## src/rtl/snoop_bus_if.sv

```systemverilog
// Bus-side signal bundle between the processors' MESI controllers and the snoop bus controller.
// The slave modport is the controller's view; master is the processor/cache view.
interface snoop_bus_if #(
    parameter int NPROC  = 3,
    parameter int ADDR_W = 3,
    parameter int DATA_W = 3
);
    logic [NPROC-1:0]        req;
    logic [2*NPROC-1:0]      req_op;
    logic [ADDR_W*NPROC-1:0] req_addr;
    logic [NPROC-1:0]        snoop_hit;
    logic [NPROC-1:0]        snoop_dirty;
    logic [DATA_W*NPROC-1:0] wb_data;
    logic [NPROC-1:0]        grant;
    logic                    bus_valid;
    logic [1:0]              bus_op;
    logic [ADDR_W-1:0]       bus_addr;
    logic [1:0]              bus_src;
    logic [NPROC-1:0]        done;
    logic [DATA_W-1:0]       resp_data;
    logic                    resp_shared;

    modport slave (
        input  req, req_op, req_addr, snoop_hit, snoop_dirty, wb_data,
        output grant, bus_valid, bus_op, bus_addr, bus_src, done, resp_data, resp_shared
    );

    modport master (
        output req, req_op, req_addr, snoop_hit, snoop_dirty, wb_data,
        input  grant, bus_valid, bus_op, bus_addr, bus_src, done, resp_data, resp_shared
    );
endinterface

```

## src/rtl/snoop_bus.sv

```systemverilog
// Shared snooping-bus controller: round-robin arbitration, snoop broadcast, owner
// write-back into a small main memory, and line/shared-flag return to the requester.
module snoop_bus #(
    parameter int NPROC   = 3,
    parameter int ADDR_W  = 3,
    parameter int DATA_W  = 3,
    parameter int MEM_LAT = 2
) (
    input  logic       clock,
    input  logic       reset_n,
    snoop_bus_if.slave bus
);
    localparam int SRC_W = 2;
    localparam int CNT_W = $clog2(MEM_LAT + 1);
    localparam int DEPTH = 2 ** ADDR_W;

    localparam logic [1:0] OP_RD  = 2'b00;
    localparam logic [1:0] OP_INV = 2'b10;

    typedef enum logic [2:0] {IDLE, BCAST, WB, MEM, DONE} state_t;

    state_t             r_state, w_state_nxt;
    logic [SRC_W-1:0]   r_src, r_last, r_owner;
    logic [1:0]         r_op;
    logic [ADDR_W-1:0]  r_addr;
    logic               r_shared;
    logic [CNT_W-1:0]   r_cnt;
    logic [DATA_W-1:0]  r_mem [DEPTH];

    logic [NPROC-1:0]   r_grant, r_done;
    logic               r_bus_valid, r_resp_shared;
    logic [1:0]         r_bus_op;
    logic [ADDR_W-1:0]  r_bus_addr;
    logic [SRC_W-1:0]   r_bus_src;
    logic [DATA_W-1:0]  r_resp_data;

    logic               w_any, w_found, w_mem_last;
    int unsigned        w_idx;
    logic [SRC_W-1:0]   w_sel, w_owner, w_src_nxt;
    logic [1:0]         w_sel_op, w_op_nxt;
    logic [ADDR_W-1:0]  w_addr_nxt;
    logic [NPROC-1:0]   w_hit_m, w_dirty_m, w_onehot_nxt;

    // Grant is one-hot on the requester, so it doubles as the self-snoop mask.
    assign w_hit_m    = bus.snoop_hit & ~r_grant;
    assign w_dirty_m  = bus.snoop_dirty & ~r_grant;
    assign w_mem_last = (r_state == MEM) && (r_cnt == '0);

    always_comb begin
        w_any = 1'b0;
        w_sel = r_last;
        w_idx = 0;
        for (int unsigned k = 1; k <= NPROC; k++) begin
            w_idx = (32'(r_last) + k) % NPROC;
            if (!w_any && bus.req[w_idx]) begin
                w_any = 1'b1;
                w_sel = SRC_W'(w_idx);
            end
        end
        w_sel_op = bus.req_op[2*w_sel +: 2];

        w_found = 1'b0;
        w_owner = '0;
        for (int unsigned i = 0; i < NPROC; i++) begin
            if (!w_found && w_dirty_m[i]) begin
                w_found = 1'b1;
                w_owner = SRC_W'(i);
            end
        end
    end

    always_comb begin
        w_state_nxt = r_state;
        w_src_nxt   = r_src;
        w_op_nxt    = r_op;
        w_addr_nxt  = r_addr;
        case (r_state)
            IDLE: begin
                if (w_any) begin
                    w_state_nxt = BCAST;
                    w_src_nxt   = w_sel;
                    w_op_nxt    = w_sel_op[1] ? OP_INV : w_sel_op;
                    w_addr_nxt  = bus.req_addr[ADDR_W*w_sel +: ADDR_W];
                end
            end
            BCAST: begin
                if (r_op == OP_INV)  w_state_nxt = DONE;
                else if (w_found)    w_state_nxt = WB;
                else                 w_state_nxt = MEM;
            end
            WB:      w_state_nxt = MEM;
            MEM:     if (r_cnt == '0) w_state_nxt = DONE;
            DONE:    w_state_nxt = IDLE;
            default: w_state_nxt = IDLE;
        endcase
        w_onehot_nxt = NPROC'(1) << w_src_nxt;
    end

    always_ff @(posedge clock) begin
        if (!reset_n) begin
            r_state       <= IDLE;
            r_last        <= SRC_W'(NPROC - 1);
            r_src         <= '0;
            r_op          <= '0;
            r_addr        <= '0;
            r_owner       <= '0;
            r_shared      <= 1'b0;
            r_cnt         <= '0;
            r_grant       <= '0;
            r_bus_valid   <= 1'b0;
            r_bus_op      <= '0;
            r_bus_addr    <= '0;
            r_bus_src     <= '0;
            r_done        <= '0;
            r_resp_data   <= '0;
            r_resp_shared <= 1'b0;
            for (int unsigned i = 0; i < DEPTH; i++) r_mem[i] <= '0;
        end else begin
            r_state <= w_state_nxt;
            r_src   <= w_src_nxt;
            r_op    <= w_op_nxt;
            r_addr  <= w_addr_nxt;
            if (r_state == IDLE && w_any) r_last <= w_sel;
            if (r_state == BCAST) begin
                r_shared <= |w_hit_m;
                r_owner  <= w_owner;
                r_cnt    <= CNT_W'(MEM_LAT - 1);
            end
            if (r_state == MEM && r_cnt != '0) r_cnt <= r_cnt - 1'b1;
            if (r_state == WB) r_mem[r_addr] <= bus.wb_data[r_owner*DATA_W +: DATA_W];

            r_grant       <= (w_state_nxt == IDLE)  ? '0 : w_onehot_nxt;
            r_bus_valid   <= (w_state_nxt == BCAST);
            r_bus_op      <= (w_state_nxt == BCAST) ? w_op_nxt   : '0;
            r_bus_addr    <= (w_state_nxt == BCAST) ? w_addr_nxt : '0;
            r_bus_src     <= (w_state_nxt == BCAST) ? w_src_nxt  : '0;
            r_done        <= (w_state_nxt == DONE)  ? w_onehot_nxt : '0;
            r_resp_data   <= w_mem_last ? r_mem[r_addr] : '0;
            r_resp_shared <= w_mem_last && (r_op == OP_RD) && r_shared;
        end
    end

    assign bus.grant       = r_grant;
    assign bus.bus_valid   = r_bus_valid;
    assign bus.bus_op      = r_bus_op;
    assign bus.bus_addr    = r_bus_addr;
    assign bus.bus_src     = r_bus_src;
    assign bus.done        = r_done;
    assign bus.resp_data   = r_resp_data;
    assign bus.resp_shared = r_resp_shared;
endmodule
```

## src/flat_wrapper.sv

```systemverilog
// flat-port wrapper written by rule: the top's interface ports become plain ports
module snoop_bus_flat 
#(
    parameter int NPROC   = 3,
    parameter int ADDR_W  = 3,
    parameter int DATA_W  = 3,
    parameter int MEM_LAT = 2
)
  (clock, reset_n, bus_req, bus_req_op, bus_req_addr, bus_snoop_hit, bus_snoop_dirty, bus_wb_data, bus_grant, bus_bus_valid, bus_bus_op, bus_bus_addr, bus_bus_src, bus_done, bus_resp_data, bus_resp_shared);
  snoop_bus_if #(.NPROC(NPROC), .ADDR_W(ADDR_W), .DATA_W(DATA_W)) bus_i ();
  input  logic clock;
  input  logic reset_n;
  input wire logic [$bits(bus_i.req)-1:0] bus_req;
  input wire logic [$bits(bus_i.req_op)-1:0] bus_req_op;
  input wire logic [$bits(bus_i.req_addr)-1:0] bus_req_addr;
  input wire logic [$bits(bus_i.snoop_hit)-1:0] bus_snoop_hit;
  input wire logic [$bits(bus_i.snoop_dirty)-1:0] bus_snoop_dirty;
  input wire logic [$bits(bus_i.wb_data)-1:0] bus_wb_data;
  output wire logic [$bits(bus_i.grant)-1:0] bus_grant;
  output wire logic [$bits(bus_i.bus_valid)-1:0] bus_bus_valid;
  output wire logic [$bits(bus_i.bus_op)-1:0] bus_bus_op;
  output wire logic [$bits(bus_i.bus_addr)-1:0] bus_bus_addr;
  output wire logic [$bits(bus_i.bus_src)-1:0] bus_bus_src;
  output wire logic [$bits(bus_i.done)-1:0] bus_done;
  output wire logic [$bits(bus_i.resp_data)-1:0] bus_resp_data;
  output wire logic [$bits(bus_i.resp_shared)-1:0] bus_resp_shared;
  assign bus_i.req = bus_req;
  assign bus_i.req_op = bus_req_op;
  assign bus_i.req_addr = bus_req_addr;
  assign bus_i.snoop_hit = bus_snoop_hit;
  assign bus_i.snoop_dirty = bus_snoop_dirty;
  assign bus_i.wb_data = bus_wb_data;
  assign bus_grant = bus_i.grant;
  assign bus_bus_valid = bus_i.bus_valid;
  assign bus_bus_op = bus_i.bus_op;
  assign bus_bus_addr = bus_i.bus_addr;
  assign bus_bus_src = bus_i.bus_src;
  assign bus_done = bus_i.done;
  assign bus_resp_data = bus_i.resp_data;
  assign bus_resp_shared = bus_i.resp_shared;
  snoop_bus #(.NPROC(NPROC), .ADDR_W(ADDR_W), .DATA_W(DATA_W), .MEM_LAT(MEM_LAT)) u_core (.clock(clock), .reset_n(reset_n), .bus(bus_i));
endmodule
```

## config.mk

```make
export PLATFORM = sky130hd
export DESIGN_NAME = snoop_bus_flat
export DESIGN_NICKNAME = d
export VERILOG_FILES = /design/src/rtl/snoop_bus_if.sv /design/src/rtl/snoop_bus.sv /design/src/flat_wrapper.sv
export SDC_FILE = /design/constraint.sdc
export NUM_CORES = 1
export LEC_CHECK = 0
export ABC_AREA = 1
export BUFFER_PORTS_ARGS = -buffer_cell sky130_fd_sc_hd__buf_2
export CAP_MARGIN = 20
export CORE_MARGIN = 3
export CORE_UTILIZATION = 50
export CTS_CLUSTER_DIAMETER = 60
export DETAILED_ROUTE_END_ITERATION = 8
export PLACE_DENSITY = 0.76
export SLEW_MARGIN = 20
export SYNTH_ARGS = -nofsm -noshare
export SYNTH_HDL_FRONTEND = slang
export SYNTH_SLANG_ARGS = --single-unit
```

## constraint.sdc

```tcl
create_clock -name clock -period 2.1 [get_ports clock]
set_input_delay 0.105 -clock clock [delete_from_list [all_inputs] [get_ports clock]]
set_output_delay 0.105 -clock clock [all_outputs]
set_load 0.005 [all_outputs]
```

* Yosys cells after proc, flatten, opt, wreduce, memory -nomap -nowiden
Memory sizes are Yosys's and may differ from the RTL's. A register that Yosys moved wholly into a read port is not among the register bits. Cells that the tools add are included.
Word-level totals: register bits 32, RAM bits 24, input bits 35, output and inout bits 18, memories 1
Cells by class: $add $sub $neg 4, multipliers 2, divide/modulo/power cells 3, magnitude comparators 3, equal/unequal tests 6, shift operators 4, multiplexer cells 38, bitwise logic cells 4, reduce and logical (&&, ||, !) cells 26
Memory list:
- u_core.r_mem | depth 8, bits a word 3, read ports 1, clocked after memory_dff 1, write ports 8, line snoop_bus.sv:28 | logic [DATA_W-1:0] r_mem [DEPTH];
Operators with widths (number):
- $lt 32x3->1 const B | 3
- $mod 32x2->32 const B | 3
- $mux 2 | 11
- $mux 3 | 7
- $shiftx 9x5->3 | 2
- $mux 1 | 16
- $pmux 3 s4 | 1
- $logic_and 1x1->1 | 9
- $add 2x2->3 const B | 2
- $and 3x3->3 | 2
- $bmux 1 s2 | 3
- $eq 3x1->1 const B | 2
- $eq 3x2->1 const B | 2
- $logic_not 3->1 | 2
- $reduce_and 2->1 | 3
- $reduce_or 3->1 | 2
- $shiftx 6x4->2 | 1
- $logic_not 1->1 | 5
- $logic_not 2->1 | 2
- $mul 2x2->4 const A | 1
- $mul 2x2->4 const B | 1
- $reduce_bool 2->1 | 2
- $add 2x1->3 const B | 1
- $eq 3x3->1 const B | 1
- other kinds (6) | 6

* Logic depth before layout (Yosys ltp)
Gate-level depths: netlist of the first run.
depth in word-level cells 15, mapped depth 17, gate-level depth less buffers 17

* Least setup slack after synthesis of the first run
OpenSTA, ideal clock, no wires.
path type register to register, from register u_core.r_last[0], to register u_core.r_addr[2], library setup time 0.128 ns, data arrival time 1.830 ns, data required time 1.972 ns, slack 0.142 ns, stages on the path, launching flop included 18, cell sequence dfxtp_1 inv_1 ha_1 inv_2 nand2_2 nand3_1 nand2_1 nand3_1 nand3_1 nand2_2 nand2_2 buf_6 nor2_1 nor2_1 o21ai_1 nand2_1 nand2_1 nor2_1
On the way: word-level cells in the longest chain between the ends 15, elaborated cells on any way between the ends 26, classes of those cells add/sub (3); mul (1); div (3); shift (1); mux (14); reduce/logical (4)
Ends and longest elaborated chain:
- start: declaration | line snoop_bus.sv:23 | logic [SRC_W-1:0] r_src, r_last, r_owner;
- start signal: assignment | line snoop_bus.sv:102 | r_last <= SRC_W'(NPROC - 1);
- start signal: assignment | line snoop_bus.sv:123 | if (r_state == IDLE && w_any) r_last <= w_sel;
- $add 2x1->3 | line snoop_bus.sv:54 | w_idx = (32'(r_last) + k) % NPROC;
- $mod 32x2->32 | line snoop_bus.sv:54
- $bmux 1 s2 | line snoop_bus.sv:55 | if (!w_any && bus.req[w_idx]) begin
- $mux 1 (not written as such) | line snoop_bus.sv:55
- $mux 1 | line snoop_bus.sv:55
- $logic_not 1->1 | line snoop_bus.sv:55
- $logic_and 1x1->1 | line snoop_bus.sv:55
- $mux 1 | line snoop_bus.sv:55
- $logic_not 1->1 | line snoop_bus.sv:55
- $logic_and 1x1->1 | line snoop_bus.sv:55
- $mux 2 | line snoop_bus.sv:55
- $mul 2x2->4 | line snoop_bus.sv:83 | w_addr_nxt = bus.req_addr[ADDR_W*w_sel +: ADDR_W];
- $shiftx 9x5->3 | line snoop_bus.sv:83
- $mux 3 * | line snoop_bus.sv:79 | if (w_any) begin
- $mux 3 * | line snoop_bus.sv:77 | case (r_state)
- end signal: assignment | line snoop_bus.sv:122 | r_addr <= w_addr_nxt;
- end: declaration | line snoop_bus.sv:25 | logic [ADDR_W-1:0] r_addr;
Every way passes the cells marked *; elsewhere a longest branch is shown, timed or not. The select of a mux whose other input is x is not followed. A chain may end at the register's enable or synchronous reset.

* Worst setup path after layout of the first run
from register u_core.r_last[0], to register u_core.r_bus_op[0], in the netlist u_core.bus.bus_op[0]
On the way: word-level cells in the longest chain between the ends 15, elaborated cells on any way between the ends 30, classes of those cells add/sub (3); div (3); eq/ne (1); shift (1); mux (17); reduce/logical (5)
Ends and longest elaborated chain:
- $add 2x1->3 | line snoop_bus.sv:54
- $mod 32x2->32 | line snoop_bus.sv:54
- $bmux 1 s2 | line snoop_bus.sv:55
- $mux 1 (not written as such) | line snoop_bus.sv:55
- $mux 1 | line snoop_bus.sv:55
- $logic_not 1->1 | line snoop_bus.sv:55
- $logic_and 1x1->1 | line snoop_bus.sv:55
- $mux 1 | line snoop_bus.sv:55
- $logic_not 1->1 | line snoop_bus.sv:55
- $logic_and 1x1->1 | line snoop_bus.sv:55
- $mux 2 / $mux 1 (equally long branches) | line snoop_bus.sv:55
- $shiftx 6x4->2 / $mux 3 (equally long branches) | line snoop_bus.sv:60, snoop_bus.sv:79
- $mux 2 / $pmux 3 s4 (equally long branches) | line snoop_bus.sv:82, snoop_bus.sv:77
- $mux 2 / $eq 3x1->1 (equally long branches) | line snoop_bus.sv:79, snoop_bus.sv:134
- $mux 2 / $reduce_and 2->1 (equally long branches)
- end signal: assignment | line snoop_bus.sv:134 | r_bus_op <= (w_state_nxt == BCAST) ? w_op_nxt : '0;
- end: declaration | line snoop_bus.sv:32 | logic [1:0] r_bus_op;
Several ways; a longest one is shown, not always the timed one. The select of a mux whose other input is x is not followed.

==> summary.md, run 1 <==
| Metric | Value |
|---|---|
| Mapped Cells | `350` |
| Initial drt markers | `93` |
| Crit Path Class | `flip-flop to flip-flop` |
| Die area | `6560 sq um` |
| Vias per inst | `5.17` |
| Worst-Skew Late Latency | `0.33 ns` |
| Initial antenna violation count | `0` |
| Hold Path Origin | `bus_snoop_hit[0]` |
| Syn. warnings | `0` |
| Worst Hold Depth | `3` |
| H-tree depth | `3` |
| Net Count, Synth | `388` |
| Worst reg2reg endpoint | `u_core.bus.bus_op[0]` |
| Largest net degree at the start of global routing | `16` |
| Status | `finished clean` |
| Core area | `5270 sq um` |
| Row count | `26` |
| Syn avg cell area | `8.03 sq um` |
| Arrival time worst endpoint | `2.27 ns` |
| Via count | `2584` |
| Root Driver | `clkbuf_8` |
| Switching share of total power | `0.435` |
| Min Hold Slack | `0.0799 ns` |
| Power density over the cells | `1510 nW/um^2` |
| Syn Std Cell Area | `2810 sq um` |
| PortBufs | `52` |
| Nets | `463` |
| RePlAce Congestion | `0.865` |
| Flops & latches, synth | `59` |
| CTS sink cnt | `59` |
| Register-to-Register Setup Slack | `0.08 ns` |
| Grt ovf | `0` |
| VDD IR-drop max | `0.000933 V` |
| Io pins | `53` |
| PnR Total Power | `5350 uW` |
| Buf+Inv Stages, Crit Path | `3` |
| Wire length of the first global-routing pass | `10000 microns` |
| Worst EP required | `2.35 ns` |
| Slew @ Worst Pin | `0.520 ns` |
| Layout cells sized above 1 | `0.288` |
| Worst path max stage delay | `0.33 ns` |
| Period utilization | `0.961` |
| Max_slew headroom | `0.653` |
| Startpoint Class | `flip-flop` |
| Pre-CTS WS | `-0.0714 ns` |
| Critical path launch point | `u_core.r_last[0]` |
| Leading cell type in the layout, fill and taps excluded | `nand2_1` |
| Seq pwr share | `0.287` |
| F_max | `496 MHz` |
| CTS tree | `done` |
| Initial Utilization | `0.533` |
| Int Pwr | `3020 uW` |
| Post-route ant nets | `0` |
| Syn-to-layout area delta | `26.4%` |
| Most frequent cells in the layout | `nand2_1 (68), nor2_1 (64), buf_2 (52)` |
| WL final | `6400 microns` |
| Routed len/inst | `12.8 microns` |
| Diode count | `0` |
| GRT Total Usage | `0.200` |
| Comb pwr share | `0.536` |
| Hold Crit Class | `primary input to flip-flop` |
| Cell family with most CP delay | `simple AND/OR/NAND/NOR gates` |
| FF-to-FF path depth | `15` |
| Residual DRC | `0` |
| Hold EP | `u_core.r_shared` |
| Die W | `81.0 microns` |
| CP max stage cell | `dfxtp_2` |
| Clk slew on worst S/H paths | `0.06 ns` |
| CP endpoint kind | `flip-flop` |
| Setup-failing EPs final | `0` |
| RSZ-0062 raised after global routing | `yes` |
| Final hold vios | `0` |
| Post-synthesis sequential area ratio | `0.506` |
| CP most frequent cell | `nand3_1` |
| Worst r2r src | `u_core.r_last[0]` |
| Total CTS buffers | `9` |
| Max-cap violations | `0` |
| Fin. max-slew vios | `0` |
| First drt pass iteration count | `4` |
| Switching power total | `2330 uW` |
| Clock share of power | `0.176` |
| Clk buf depth | `2` |
| Critical Path Fanout Max | `7` |
| Final TNS setup | `0 ns` |
| Die Y | `81.0 microns` |
| Clock Skew | `0.00552 ns` |
| Lkg Pwr | `0.00161 uW` |
| Dpl hpwl | `4640 microns` |
| Vias in the first global route | `2344` |
| CP cell instances | `inv_2 > ha_4 > inv_6 > nand2_4 > nand3_1 > nand2_1 > nand3_1 > nand3_1 > nand2_4 > buf_4 > nand3_1 > nand3_1 > nand2_1 > nand3_1 > a21oi_1` |
| Setup ws final | `0.0819 ns` |
| Fin crit period | `2.02 ns` |
| Yosys cell types | `30` |
| Hold Buf Count CTS | `0` |
-- worst register-to-register path, delay by kind of cell (launching register included) --
family | cells | cell delay, ns
flip-flops | 1 | 0.33
adder cells (fa/ha/maj) | 1 | 0.30
AND/OR/NAND/NOR | 10 | 0.90
AO/OA/AOI/OAI | 1 | 0.17
buffers and inverters | 3 | 0.24
-- kinds of logic (layout without fill, tap and decap cells) --
family                     after synthesis  after routing  synth area share
AOI/OAI and AO/OA                       56             56             0.124
adders and majority gates                3              3            0.0134
buffers and inverters                   45            124            0.0659
DFF                                     59             59             0.506
and+or+nand+nor                        187            188             0.291
-- worst max-delay path by stage --
stage | endpoint | slack [ns] | cells after the start
2_1_floorplan | u_core.r_addr[2] | 0.14 | 17
6_report | u_core.bus.bus_op[0] | 0.08 | 15
5_1_grt | u_core.bus.bus_op[0] | -0.07 | 15
3_5_place_dp | u_core.bus.grant[2] | -0.07 | 16
4_1_cts | u_core.bus.done[2] | 0.007 | 16
3_3_place_gp | u_core.bus.grant[2] | 0.01 | 16
-- cells in the mapped netlist --
library cell  count  share of area
nand4_1           1         0.0022
nand2_2           7          0.016
dfxtp_1          35           0.25
nor3_1            4         0.0071
o22ai_1           1         0.0022
inv_1            33          0.044
nor3_2            1         0.0036
o21a_1            8          0.021
nor4_1            1         0.0022
a211oi_1          2         0.0053
edfxtp_1         24           0.26
a21oi_2           1         0.0031
ha_1              3          0.013
o21ai_1           2         0.0036
buf_6             2         0.0080
nand3_1          26          0.046
nand2_4           1         0.0040
nor2_1           66          0.088
o21ai_0          21          0.037
nand3b_1          1         0.0027
clkinv_2          1         0.0018
a2bb2oi_1         3         0.0094
clkbuf_1          4         0.0053
a41oi_1           3         0.0094
a21oi_1           5         0.0089
nand3_2           6          0.021
nand2_1          73          0.098
inv_2             5         0.0067
o211ai_1          3         0.0080
a31oi_1           7          0.016
-- per-layer routing --
layer  share of wire  global-route usage
met4           0.013              0.0963
met2            0.46               0.317
met3           0.062              0.0443
met1            0.47               0.259
met5               0                   0
-- registers in the layout, indices dropped and copies added, names as in the netlist --
| register | count |
|---|---|
| u_core.bus.bus_addr | 3 |
| u_core.bus.bus_op | 2 |
| u_core.bus.bus_src | 2 |
| u_core.bus.bus_valid | 1 |
| u_core.bus.done | 3 |
| u_core.bus.grant | 3 |
| u_core.bus.resp_data | 3 |
| u_core.bus.resp_shared | 1 |
| u_core.r_addr | 3 |
| u_core.r_cnt | 2 |
| u_core.r_last | 2 |
| u_core.r_mem | 24 |
| u_core.r_op | 2 |
| u_core.r_owner | 2 |
| u_core.r_shared | 1 |
| u_core.r_src | 2 |
| u_core.r_state | 3 |
-- power groups by stage --
stage	Combinational (uW)	Sequential [uW]	Clock [uW]
floorplan	1820	1520	0
global placement	2370	1540	0
detailed placement	2430	1550	0
CTS	2470	1530	966
global route	3200	1550	1010
finish	2870	1540	944
-- per-stage QoR --
stage | cells | area, sq um | utilization
final | 500 | 3550 | 0.674
after global routing | 500 | 3550 | 0.674
after CTS | 495 | 3420 | 0.648
after detailed placement | 479 | 3220 | 0.611
after global placement | 479 | 3220 | 0.611
after floorplan | 350 | 2810 | -
-- what timing repair did --
action,in CTS,in global routing
setup endpoints to repair,13,20
gates cloned,0,1
endpoints found under the hold margin,0,0
pin swaps,1,10
buffers inserted,0,4
gates resized for setup,2,25
-- area by class of cell --
cell class / count / area (sq um)
inverter: 39 / 155
tap: 70 / 87.6
sequential: 59 / 1420
clock inverter: 6 / 56.3
multi-input combinational: 247 / 1310
clock buffer: 10 / 128
fill: 434 / 1720
timing repair buffer: 69 / 388
Power figures use the tool's default switching activity.
==> run 2: changes to the inputs <==
--- a/config.mk
+++ b/config.mk
@@ -13,6 +13,7 @@
 export CTS_CLUSTER_DIAMETER = 60
 export DETAILED_ROUTE_END_ITERATION = 8
 export PLACE_DENSITY = 0.76
+export RECOVER_POWER = 100
 export SLEW_MARGIN = 20
 export SYNTH_ARGS = -nofsm -noshare
 export SYNTH_HDL_FRONTEND = slang
==> run 2 against run 1 <==
Compared with the run above: core utilization down 0.36 points; sequential cell count unchanged; routed wire length up 0.45%; cell count unchanged; fmax down 0.44%; sequential power about the same; die area unchanged; global-route usage unchanged; total power down 0.38%; clock power about the same; count of clock-buffer cells in the layout unchanged; critical endpoint unchanged.
==> summary.md, run 2 (synthesis gave the netlist of run 1 again) <==
| Metric | Value |
|---|---|
| Status | `finished clean` |
| Leading cell type in the layout, fill and taps excluded | `nand2_1` |
| Arrival time worst endpoint | `2.28 ns (about the same)` |
| Period utilization | `0.965 (+0.00424)` |
| Die area | `6560 sq um (unchanged)` |
| Row count | `26 (unchanged)` |
| Vias in the first global route | `2344 (unchanged)` |
| Initial Utilization | `0.533 (unchanged)` |
| Clock Skew | `0.00633 ns (+0.000803 ns)` |
| Core area | `5270 sq um (unchanged)` |
| First drt pass iteration count | `4 (unchanged)` |
| Layout cells sized above 1 | `0.270 (-0.0186)` |
| Syn-to-layout area delta | `25.7%` |
| F_max | `493 MHz (-0.44%)` |
| GRT met1 Usage | `0.259 (unchanged)` |
| Total CTS buffers | `9 (unchanged)` |
| Startpoint Class | `flip-flop` |
| Root Driver | `clkbuf_8` |
| Final hold vios | `0 (unchanged)` |
| CTS tree | `done` |
| Min Hold Slack | `0.0793 ns (-0.000553 ns)` |
| CP most frequent cell | `nand3_1` |
| Fin. max-slew vios | `0 (unchanged)` |
| Residual DRC | `0 (unchanged)` |
| Slew @ Worst Pin | `0.522 ns (+0.00165 ns)` |
| Die W | `81.0 microns (unchanged)` |
| RePlAce Congestion | `0.865 (unchanged)` |
| CTS sink cnt | `59 (unchanged)` |
| Post-route ant nets | `0 (unchanged)` |
| Diode count | `0 (unchanged)` |
| Worst-Skew Late Latency | `0.33 ns (about the same)` |
| Power density over the cells | `1510 nW/um^2 (+0.15%)` |
| Lkg Pwr | `0.00158 uW (-1.9%)` |
| Max-cap violations | `0 (unchanged)` |
| Clk buf depth | `2 (unchanged)` |
| Grt ovf | `0 (unchanged)` |
| PnR Total Power | `5330 uW (-0.38%)` |
| Worst path max stage delay | `0.33 ns (about the same)` |
| Clk slew on worst S/H paths | `0.06 ns (about the same)` |
| Crit Path Class | `flip-flop to flip-flop` |
| GRT Total Usage | `0.200 (unchanged)` |
| Nets | `463 (unchanged)` |
| CP max stage cell | `dfxtp_2` |
| Initial drt markers | `103 (+11%)` |
| Setup-failing EPs final | `0 (unchanged)` |
| GRT busiest layer | `met2` |
| PortBufs | `52 (unchanged)` |
| Most frequent cells in the layout | `nand2_1 (68), nor2_1 (64), buf_2 (47)` |
| Met3 usage | `0.0443 (unchanged)` |
| Wire length of the first global-routing pass | `10000 microns (unchanged)` |
| Global-route met2 utilization | `0.317 (unchanged)` |
| RSZ-0062 raised after global routing | `yes` |
| Dpl hpwl | `4640 microns (unchanged)` |
| Initial antenna violation count | `0 (unchanged)` |
| WL final | `6430 microns (+0.45%)` |
| CP cell instances | `inv_2 > ha_4 > inv_6 > nand2_4 > nand3_1 > nand2_1 > nand3_1 > nand3_1 > nand2_4 > buf_4 > nand3_1 > nand3_1 > nand2_1 > nand3_1 > a21oi_1` |
| Io pins | `53 (unchanged)` |
| CP endpoint kind | `flip-flop` |
| H-tree depth | `3 (unchanged)` |
| Max_slew headroom | `0.652 (-0.00110)` |
| Worst EP required | `2.36 ns (about the same)` |
| Critical Path Fanout Max | `7 (unchanged)` |
| Vias per inst | `5.14 (-0.54%)` |
| Flip-flop count of the largest register after layout | `24 (unchanged)` |
| Biggest register | `u_core.r_mem` |
| Routed len/inst | `12.9 microns (+0.45%)` |
| Via count | `2570 (-0.54%)` |
| Hold Crit Class | `primary input to flip-flop` |
| Die Y | `81.0 microns (unchanged)` |
| Largest net degree at the start of global routing | `16 (unchanged)` |
| Fin crit period | `2.03 ns (+0.00890 ns)` |
| VDD IR-drop max | `0.000936 V (+0.24%)` |
| Hold Buf Count CTS | `0 (unchanged)` |
[run 2: worst paths after layout]
kind / from / to / slack, ns / cells after the start
max: u_core.r_last[0] / u_core.bus.bus_op[0] / 0.07 / 15
min: bus_snoop_hit[0] / u_core.r_shared / 0.08 / 3
max reg2reg: u_core.r_last[0] / u_core.bus.bus_op[0] / 0.07 / 15
min reg2reg: u_core.r_shared / u_core.bus.resp_shared / 0.49 / 2
[run 2: area by class of cell]
type	count	area, sq um
fillers	439	1740
flip-flops and latches	59	1420
multi-input cells	247	1310
repair buffers	69	374
inverters	39	155
clock buffers	10	128
well taps	70	87.6
clock inverters	6	56.3
[run 2: routing by layer]
metal  vias up  routed length [microns]
met5         -                        0
met4         0                       55
met3         6                      347
met2        73                     2960
met1      1175                     3060
li1       1316                        -
[run 2: what timing repair did]
action	CTS	global route
gates cloned	0	1
buffers inserted	0	4
pin swaps	1	10
gates resized for setup	2	25
endpoints found under the setup margin	13	20
[run 2: power breakdown]
part	internal, uW	switching [uW]	leakage (uW)
clock network	537	409	0.0000935
logic	1050	1800	0.000954
registers	1410	124	0.000535
[run 2: critical path: cells and delay by family (launching register included)]
family / cells / cell delay, ns
buffers and inverters: 3 / 0.24
flip-flops: 1 / 0.33
adder cells (fa/ha/maj): 1 / 0.30
AND/OR/NAND/NOR: 10 / 0.91
AO/OA/AOI/OAI: 1 / 0.17
[run 2: through the flow]
step / setup WS [ns] / util / instances / cell area [sq um] / setup TNS (ns)
2_1_floorplan: 0.142 / - / 350 / 2810 / 0
5_1_grt: -0.0681 / 0.670 / 500 / 3530 / -0.273
3_5_place_dp: -0.0714 / 0.611 / 479 / 3220 / -0.242
3_3_place_gp: 0.0102 / 0.611 / 479 / 3220 / 0
4_1_cts: 0.00732 / 0.648 / 495 / 3420 / 0
6_report: 0.0730 / 0.670 / 500 / 3530 / 0
